### src/rtl/fetch_stage.sv
// fetch_stage: MIPS instruction fetch with PC generation, one outstanding imem request and a 2-entry instruction queue
//   clk_i/rst_i             clock (rising edge) and asynchronous active-low reset
//   imem_req_o/imem_addr_o  single-cycle request strobe and word address (the fetch PC)
//   imem_ack_i/imem_data_i  one response per request, at least 1 cycle after it
//   redirect_i/redirect_pc_i flush everything and restart fetch at redirect_pc_i
//   stall_i                 decode cannot accept the queue head this cycle
//   inst_o/pc_o/pc_plus4_o  queue head, all zero while inst_valid_o=0
//   bubble_cnt_o            only with FETCH_BUBBLE_CNT_EN: cycles out of reset with an empty queue
module fetch_stage #(
    parameter logic [31:0] RESET_PC = 32'h0000_0000
) (
    input  logic        clk_i,
    input  logic        rst_i,
    output logic        imem_req_o,
    output logic [31:0] imem_addr_o,
    input  logic        imem_ack_i,
    input  logic [31:0] imem_data_i,
    input  logic        redirect_i,
    input  logic [31:0] redirect_pc_i,
    input  logic        stall_i,
`ifdef FETCH_BUBBLE_CNT_EN
    output logic [31:0] bubble_cnt_o,
`endif
    output logic [31:0] inst_o,
    output logic        inst_valid_o,
    output logic [31:0] pc_o,
    output logic [31:0] pc_plus4_o
);
    typedef enum logic [1:0] {IDLE, WAIT, DROP} state_t;
    state_t      state, state_nxt;
    logic [31:0] fpc;
    logic [1:0]  count, fill;
    logic [31:0] q_inst [2];
    logic [31:0] q_pc [2];
    logic        pop, push, issue, wr_idx;
    assign inst_valid_o = count != 2'd0;
    assign pop          = inst_valid_o && !stall_i && !redirect_i;
    assign push         = imem_ack_i && state == WAIT && !redirect_i;
    assign fill         = count - {1'b0, pop} + {1'b0, push};
    // a request needs a slot still free once its response arrives
    assign issue        = rst_i && !redirect_i && (state == IDLE || (state == WAIT && imem_ack_i)) && fill < 2'd2;
    assign wr_idx       = count == 2'd1 && !pop;
    assign imem_req_o   = issue;
    assign imem_addr_o  = fpc;
    assign inst_o       = inst_valid_o ? q_inst[0] : 32'd0;
    assign pc_o         = inst_valid_o ? q_pc[0] : 32'd0;
    assign pc_plus4_o   = inst_valid_o ? q_pc[0] + 32'd4 : 32'd0;
    always_comb begin
        state_nxt = state;
        case (state)
            IDLE:    state_nxt = issue ? WAIT : IDLE;
            WAIT:    state_nxt = imem_ack_i ? (issue ? WAIT : IDLE) : (redirect_i ? DROP : WAIT);
            DROP:    state_nxt = imem_ack_i ? IDLE : DROP;
            default: state_nxt = IDLE;
        endcase
    end
    always_ff @(posedge clk_i or negedge rst_i) begin
        if (!rst_i) begin
            state     <= IDLE;
            fpc       <= RESET_PC;
            count     <= 2'd0;
            q_inst[0] <= 32'd0;
            q_inst[1] <= 32'd0;
            q_pc[0]   <= 32'd0;
            q_pc[1]   <= 32'd0;
        end else begin
            state <= state_nxt;
            count <= redirect_i ? 2'd0 : fill;
            if (redirect_i)
                fpc <= redirect_pc_i;
            else if (issue)
                fpc <= fpc + 32'd4;
            if (pop) begin
                q_inst[0] <= q_inst[1];
                q_pc[0]   <= q_pc[1];
            end
            // in WAIT fpc has already advanced past the outstanding request
            if (push) begin
                q_inst[wr_idx] <= imem_data_i;
                q_pc[wr_idx]   <= fpc - 32'd4;
            end
        end
    end
`ifdef FETCH_BUBBLE_CNT_EN
    always_ff @(posedge clk_i or negedge rst_i) begin
        if (!rst_i)
            bubble_cnt_o <= 32'd0;
        else if (!inst_valid_o)
            bubble_cnt_o <= bubble_cnt_o + 32'd1;
    end
`endif
endmodule

### config.mk
export PLATFORM = sky130hd
export DESIGN_NAME = fetch_stage
export DESIGN_NICKNAME = d
export VERILOG_FILES = /design/src/rtl/fetch_stage.sv
export SDC_FILE = /design/constraint.sdc
export NUM_CORES = 1
export LEC_CHECK = 0
export ABC_CLOCK_PERIOD_IN_PS = 4700
export CAP_MARGIN = 40
export CORE_ASPECT_RATIO = 0.6
export CORE_MARGIN = 5
export CORE_UTILIZATION = 50
export DETAILED_ROUTE_END_ITERATION = 16
export GPL_TIMING_DRIVEN = 1
export PLACE_DENSITY = 0.87
export SYNTH_ARGS = -nofsm -noshare
export SYNTH_HDL_FRONTEND = slang
export SYNTH_SLANG_ARGS = --single-unit
### constraint.sdc
create_clock -name clk_i -period 4.7 [get_ports clk_i]
set_clock_uncertainty 0.15 [all_clocks]
set_input_delay 0.94 -clock clk_i [delete_from_list [all_inputs] [get_ports clk_i]]
set_output_delay 0.94 -clock clk_i [all_outputs]
set_load 0.01 [all_outputs]
Word-level counts from Yosys, hierarchy flattened. Index checks and enable logic that the tools add are counted.

Register bits after elaboration: 164. Bits in latches: 0. Bits in writable memories: 0. Memory bits (read-only): 0. Bits of input ports: 69. Output and inout bits: 130. Word-level logic and storage cells: 54. Memories kept: 0.

$add $sub $neg: 5. Multiply operators: 0. Div/mod/pow operators: 0. $lt $le $gt $ge: 3. Equal/unequal tests: 3. Shift-type cells: 0. Mux-type cells: 19. Bitwise logic cells: 1. Reduce and logical (&&, ||, !) cells: 16.

Operators by type and width (count): two-way mux 32 bit (8); bitwise mux 64 bit (2); two-way mux 64 bit (2); adder 32 x 3 -> 32 bit (second input constant) (2); demux 32 bit (select 1 bit) (1); subtractor 32 x 3 -> 32 bit (second input constant) (1); logical AND 1 bit (9); two-way mux 2 bit (4); one-hot mux 2 bit (3 select lines) (1); equality test 2 x 1 -> 1 bit (second input constant) (2); nonzero test 2 bit (2); logical NOT 1 bit (3); adder 2 x 1 -> 2 bit (1); equality test 2 bit (second input constant) (1); greater-or-equal comparator 2 bit (second input constant) (1); logical NOT 2 bit (1); < comparator 2 x 1 -> 1 bit (second input constant) (1); < comparator 2 bit (second input constant) (1); inverter 1 -> 2 bit (1); subtractor 2 x 1 -> 2 bit (1); logical OR 1 bit (1); two-way mux 1 bit (1).

Depth between registers and ports, before layout. Gate-level depths: netlist of run 1.

Word-level depth: 12. Gate-level depth with buffers: 15. Mapped depth without buffers: 10.

Worst setup path before layout of run 1. No wires, ideal clock.

Kind: input to output. From: in redirect_i. To: out imem_req_o. Arrival: 3269 ps. Required time: 3610 ps. Path slack: 341 ps. Stages: 12. Path buffers: 4. Path through: buf_6 or3_1 clkbuf_1 clkbuf_1 clkbuf_1 nand2_1 nand2_1 ha_1 xnor2_1 a31o_2 nand3_1 nor2_1.

Cells in the longest elaborated chain, start to end: 6. Elaborated cells between the ends (all ways): 9. Those cells by class: add/sub: 2; order compare: 1; reduce/logical: 6.

RTL lines: start: declaration (line 18) `input logic redirect_i,`; logical NOT 1 bit (*) (line 37, 38, 41); logical AND 1 bit (line 37) `assign pop = inst_valid_o && !stall_i && !redirect_i;`; subtractor 2 x 1 -> 2 bit (line 39) `assign fill = count - {1'b0, pop} + {1'b0, push};`; adder 2 x 1 -> 2 bit (line 39); < comparator 2 bit (line 41) `assign issue = rst_i && !redirect_i && (state == IDLE || (state == WAIT && imem_ack_i)) && fill < 2'd2;`; logical AND 1 bit (*) (line 41); end: declaration (line 14) `output logic imem_req_o,`.

Every way passes the cells marked *; elsewhere a longest branch is shown, timed or not.

Worst setup path in the final report of run 1.
From: in stall_i. To: out imem_req_o.

Cells in the longest elaborated chain, start to end: 7.

RTL lines: start: declaration (line 20) `input logic stall_i,`; logical NOT 1 bit (line 37); logical AND 1 bit (2 in a row) (line 37); subtractor 2 x 1 -> 2 bit (line 39); adder 2 x 1 -> 2 bit (line 39); < comparator 2 bit (line 41); logical AND 1 bit (line 41).

No other way between the ends.

==> impl_results.md, run 1 <==
* Run status: complete, no violations
* Tcrit/Tclk final at 96.0%
* Mapped Cells at 1,108
* # fillers at 1,453
* Std-Cell Rows at 38
* Post-synth top cells: nand2_1, dfrtp_1, nor2_1, clkbuf_1, a31oi_1
* Hold Crit Class: primary input to asynchronous set/reset pin
* Setup slack after layout at 186 ps
* Slowest-stage cell, CP: clkdlybuf4s50_1
* Largest net degree at the start of global routing at 70
* Placed Instance Area at 0.0112 mm2
* Final Cell Area at 0.0118 mm2
* XOR/XNOR share of the synthesized area at 5.24%
* Setup repair after global routing missed its margin: no
* Crit Path Category: primary input to output port
* Synth unique cells at 48
* CP max stage delay at 550 ps
* Clock slew at reported path FFs at 80 ps
* Syn_nets at 1,181
* ANT cells at 0
* Ys async rst share at 100%
* Die Y at 114 um
* Leakage power total at 4.95 nW
* Critical Path Start Type: primary input
* Post-synthesis simple-gate area fraction at 30.6%
* Vias in the first global route at 7,954
* Power Total at 4.69 mW
* Initial antenna violation count at 0
* Yosys Warn Count at 0
* Multi-input gate area at 0.00455 mm2
* Drt first pass iters at 6
* Starting density of the core at 50.4%
* Avg Cell Area, Syn at 8.15 um2
* Slew headroom at 47.7%
* Bufs and invs on worst path at 2
* Largest family of logic cells by synthesized area: simple AND/OR/NAND/NOR gates
* Seq/Total Area, Yosys at 45.4%
* CP Max Fanout at 2
* Clock Sinks at 164
* CTS hold repair buffers at 0
* Pre-CTS WS at 209 ps
* Mux share of post-synthesis cell area at 3.35%
* Fin. Hold Viols at 0
* CTS tree: built
* Layout cells sized above 1 at 7.51%
* Fin crit period at 4510 ps
* Vias at 8,519
* Setup TNS at 0 ps
* Root buffer cell: clkbuf_16
* Max VDD drop at 209 uV
* Vias/cell at 5.61
* I/O pins at 199
* Max_cap viols at 0
* Flops & latches, synth at 164
* Placer congestion estimate at 0.855
* HPWL after DPL at 18,700 um
* Drt initial violations at 850
* Final nets at 1,339
* Crit end category: output port
* Fin Hold WS at 265 ps
* Measured slew at the worst slew-check pin at 782 ps
* Synthesized area at 0.00903 mm2
* Crit path cell chain: clkdlybuf4s50_1 -> or3_2 -> nand2_1 -> nand2_1 -> ha_1 -> xnor2_1 -> a31o_2 -> nand3_1 -> nor2_1 -> clkdlybuf4s50_1
* Core area at 0.0179 mm2
* First-pass GRT wire length at 42,200 um
* Leading area contributor after synthesis: dfrtp_1
* Delay-heaviest family, CP: buffers and inverters
* Largest cells by area after synthesis: dfrtp_1, nand2_1, nor2_1
* Max-slew violation count at 0
* Num CTS Buffers at 17
* Most common cell in the netlist: nand2_1
* Yosys top cell area share at 45.4%
* Power per cell area at 398 mW/mm2
* Setup violators final at 0
* Synth-to-Final Area Change at 30.4%
* Register area at 0.00410 mm2
* Number of post-CTS setup repair buffers at 0
* Port Buffer Count at 198
* Post-route DRC at 0
* Final ANT Viol Nets at 0
* Synth Area in Adders at 0.554%
* DR WL/cell at 17.1 um
* Maximum clock path buffer count at 2
* H-tree Lvls at 4
* Critical Path RT at 3610 ps
* Placed cell count at 1,487
* # resized after CTS at 0
* Die extent in x at 183 um
* Worst-skew pair later-pin latency at 420 ps
* Cell Count, Final, Fillers Out at 1,519
* Total track usage at 24.9%
* WL final at 25,900 um
* Primary FF master, synth: dfrtp_1
* CP Data Arrival Time at 3420 ps
* Top achievable clock speed at 222 MHz
* Final core utilization at 65.7%
* Synth Area in Compound Gates at 10.4%
* Grt ovf at 0
* Post-synth EDFFs at 0
* Die Area at 0.0209 mm2
-- cells by family (layout without fill, tap and decap cells) --
logic type | Yosys count | in the layout
adder cells (fa/ha/maj) | 4 | 4
buffers and inverters | 99 | 270
AO/OA/AOI/OAI | 159 | 159
AND/OR/NAND/NOR | 601 | 601
multiplexers | 27 | 27
XOR/XNOR | 54 | 54
flip-flops | 164 | 164
-- placed cells by master (no fill, tap or decap), types with 8 or more instances in the layout --
| cell type | instances |
|---|---|
| nand2_1 | 290 |
| clkdlybuf4s50_1 | 197 |
| dfrtp_1 | 164 |
| nor2_1 | 116 |
| a31oi_1 | 64 |
| o21ai_0 | 62 |
| and2_1 | 57 |
| xnor2_1 | 42 |
| mux2_2 | 26 |
| nor4_1 | 22 |
| nand3_1 | 21 |
| buf_4 | 21 |
| or4_1 | 18 |
| clkbuf_16 | 17 |
| inv_1 | 16 |
| or3_1 | 15 |
| nand4_1 | 15 |
| o31ai_1 | 14 |
| nor3_1 | 12 |
| xor2_1 | 12 |
| a21oi_1 | 8 |
-- cell type report --
cell class	count	area share, %
Timing Repair Buffer	221	18.4
Tap cell	240	2.55
Clock inverter	15	1.38
Inverter	17	0.542
Multi-Input combinational cell	845	38.7
Sequential cell	164	34.9
Clock buffer	17	3.61
-- power breakdown --
group	switching, mW	internal [mW]
clock	0.650	0.712
combinational	0.582	0.623
sequential	0.373	1.75
total	1.61	3.08
-- final timing paths --
path	start	cells past startpoint	endpoint	slack, ps
worst max-delay path	stall_i	10	imem_req_o	190
worst min-delay path	rst_i	1	asynchronous set/reset pin	270
worst max register to register	count[1]	11	imem_addr_o[18]	1240
worst min register to register	flip-flop	2	flip-flop	320
max in group asynchronous	rst_i	2	asynchronous set/reset pin	2990
min in group clk_i	flip-flop	2	flip-flop	320
-- routing by layer --
| metal | GRT usage, % | vias up | part of all wire [%] |
|---|---|---|---|
| met5 | 0 | - | 0 |
| met4 | 4.12 | 0 | 0.54 |
| met3 | 5.71 | 21 | 10 |
| met2 | 34.1 | 406 | 40 |
| met1 | 40.4 | 4013 | 49 |
| li1 | - | 4079 | - |
Note: power is estimated with default switching activity, not from simulation.
==> run 2, diff against run 1 <==
--- a/config.mk
+++ b/config.mk
@@ -10,9 +10,12 @@
 export CORE_ASPECT_RATIO = 0.6
 export CORE_MARGIN = 5
 export CORE_UTILIZATION = 50
+export CTS_CLUSTER_SIZE = 14
 export DETAILED_ROUTE_END_ITERATION = 16
+export DONT_BUFFER_PORTS = 1
 export GPL_TIMING_DRIVEN = 1
-export PLACE_DENSITY = 0.87
+export HOLD_SLACK_MARGIN = 0.02
+export PLACE_DENSITY = 0.73
 export SYNTH_ARGS = -nofsm -noshare
 export SYNTH_HDL_FRONTEND = slang
 export SYNTH_SLANG_ARGS = --single-unit
==> impl_results.md, run 2 (same netlist as run 1, synthesis figures left out) <==
* Crit end category: output port
* Core area at 0.0179 mm2 (unchanged)
* Root buffer cell: clkbuf_16
* Slew headroom at 43.2% (-4.6 points)
* First-pass GRT wire length at 39,400 um (-6.5%)
* Crit Path Category: flip-flop to output port
* ANT cells at 0 (unchanged)
* Largest net degree at the start of global routing at 167 (+140%)
* Starting density of the core at 50.4% (unchanged)
* Final Cell Area at 0.00976 mm2 (-17%)
* I/O pins at 199 (unchanged)
* Critical Path Start Type: flip-flop
* Clock Sinks at 164 (unchanged)
* Top achievable clock speed at 244 MHz (+10%)
* CP Max Fanout at 39 (+37)
* Grt ovf at 0 (unchanged)
* Drt first pass iters at 8 (+2)
* Most frequent cells in the layout: nand2_1, dfrtp_1, nor2_1
* Power per cell area at 457 mW/mm2 (+15%)
* Int Power at 2.91 mW (-5.7%)
* Clock share of power at 32.2% (+3.1 points)
* Num CTS Buffers at 17 (unchanged)
* Initial antenna violation count at 0 (unchanged)
* Switching pwr at 1.55 mW (-3.4%)
* Setup violators final at 0 (unchanged)
* Setup TNS at 0 ps (unchanged)
* Fin. Hold Viols at 0 (unchanged)
* Vias in the first global route at 7,001 (-12%)
* Hold Crit Class: primary input to asynchronous set/reset pin
* Die Y at 114 um (unchanged)
* Placer congestion estimate at 0.893 (+4.3%)
* Max-slew violation count at 0 (unchanged)
* Power Total at 4.46 mW (-4.9%)
* Layout cells sized above 1 at 7.86% (+0.35 points)
* Drt initial violations at 734 (-14%)
* Number of post-CTS setup repair buffers at 0 (unchanged)
* Vias at 7,687 (-9.8%)
* # resized after CTS at 0 (unchanged)
* CP Data Arrival Time at 3010 ps (-410 ps)
* Sequential Power Share at 48.3% (+3.1 points)
* Comb power frac at 19.6% (-6.1 points)
* Vias/cell at 5.87 (+4.7%)
* Maximum clock path buffer count at 2 (unchanged)
* Max_cap viols at 0 (unchanged)
* Final ANT Viol Nets at 0 (unchanged)
* Final nets at 1,129 (-16%)
* Commonest non-fill, non-tap cell in the layout: nand2_1
* Tcrit/Tclk final at 87.2% (-8.9 points)
* Max VDD drop at 297 uV (+42%)
* Placed Instance Area at 0.00915 mm2 (-18%)
* Worst-skew pair later-pin latency at 440 ps (+20 ps)
* Post-route DRC at 0 (unchanged)
* Port Buffer Count at 0 (-100%)
* DR WL/cell at 19.2 um (+12%)
* Final core utilization at 54.4% (-11 points)
* Synth-to-Final Area Change at 8.06%
* CTS hold repair buffers at 0 (unchanged)
* Critical Path RT at 3610 ps (about the same)
* H-tree Lvls at 4 (unchanged)
* Setup repair after global routing missed its margin: no
* Sw Ratio at 34.8% (+0.54 points)
* Total track usage at 23.8% (-1.0 points)
* Die Area at 0.0209 mm2 (unchanged)
* Fin crit period at 4100 ps (-417 ps)
* WL final at 25,100 um (-3.3%)
* HPWL after DPL at 17,400 um (-6.8%)
* Die extent in x at 183 um (unchanged)
* Clock slew at reported path FFs at 70 ps (about the same)
* Std-Cell Rows at 38 (unchanged)
* Leakage power total at 4.18 nW (-15%)
* Measured slew at the worst slew-check pin at 850 ps (+68.4 ps)
* CTS tree: built
* Run status: complete, no violations
==> run 2: power by group through the flow <==
stage                     Sequential [mW]  Combinational [mW]  Clock, mW
after global placement               2.15               0.842          0
after detailed placement             2.17               0.869          0
after global routing                 2.21               0.993       1.52
after CTS                            2.14               0.876       1.46
after floorplan                      1.99               0.748          0
final                                2.15               0.872       1.43
==> run 2: critical path, cell delays in order, from the launching register on <==
cell and delay, ps:
dfrtp_1 450, nor2_4 130, buf_4 380, nor3_2 90, nand2_1 120, nand2_1 80, ha_1 260, xnor2_1 310
a31o_2 260, nand3_1 240, nor2_1 270
==> run 2: path summary, 6_finish.rpt <==
check                          start               to  slack [ps]  depth (start not counted)
max in group asynchronous      rst_i  imem_addr_o[22]        4140                          0
hold / removal                 rst_i       q_inst[44]          50                          0
min in group clk_i         flip-flop        flip-flop         330                          2
setup / recovery            count[1]       imem_req_o         600                         10
setup reg to reg            count[1]  imem_addr_o[21]        1060                         11
hold reg to reg            flip-flop        flip-flop         330                          2
==> run 2: metal layers <==
layer  track usage (%)  wire length (um)
met4              4.17                96
met3              7.30              2660
met1              38.7             12600
met5                 0                 0
met2              31.1              9730
==> run 2: layout make-up <==
class                   count  area [um2]
clock inverters            15         180
well taps                 240         300
inverters                  17        63.8
flip-flops and latches    164        4100
repair buffers             11         126
clock buffers              17         425
fillers                  1641        8170
multi-input cells         845        4560
==> run 2: stage by stage <==
stage | cells | hold WS [ps] | worst slack [ps]
global placement | 1274 | 307 | 830
floorplan | 1108 | 294 | 341
CTS | 1309 | 23.3 | 589
global route | 1309 | 20.7 | 420
finish | 1309 | 46.9 | 603
detailed placement | 1277 | 312 | 733
==> run 3, diff against run 2 <==
--- a/config.mk
+++ b/config.mk
@@ -5,12 +5,11 @@
 export SDC_FILE = /design/constraint.sdc
 export NUM_CORES = 1
 export LEC_CHECK = 0
-export ABC_CLOCK_PERIOD_IN_PS = 4700
 export CAP_MARGIN = 40
 export CORE_ASPECT_RATIO = 0.6
 export CORE_MARGIN = 5
 export CORE_UTILIZATION = 50
-export CTS_CLUSTER_SIZE = 14
+export CTS_CLUSTER_SIZE = 16
 export DETAILED_ROUTE_END_ITERATION = 16
 export DONT_BUFFER_PORTS = 1
 export GPL_TIMING_DRIVEN = 1
==> results of run 3 <==
Final layout, timing and power as in run 2 (identical DEF).
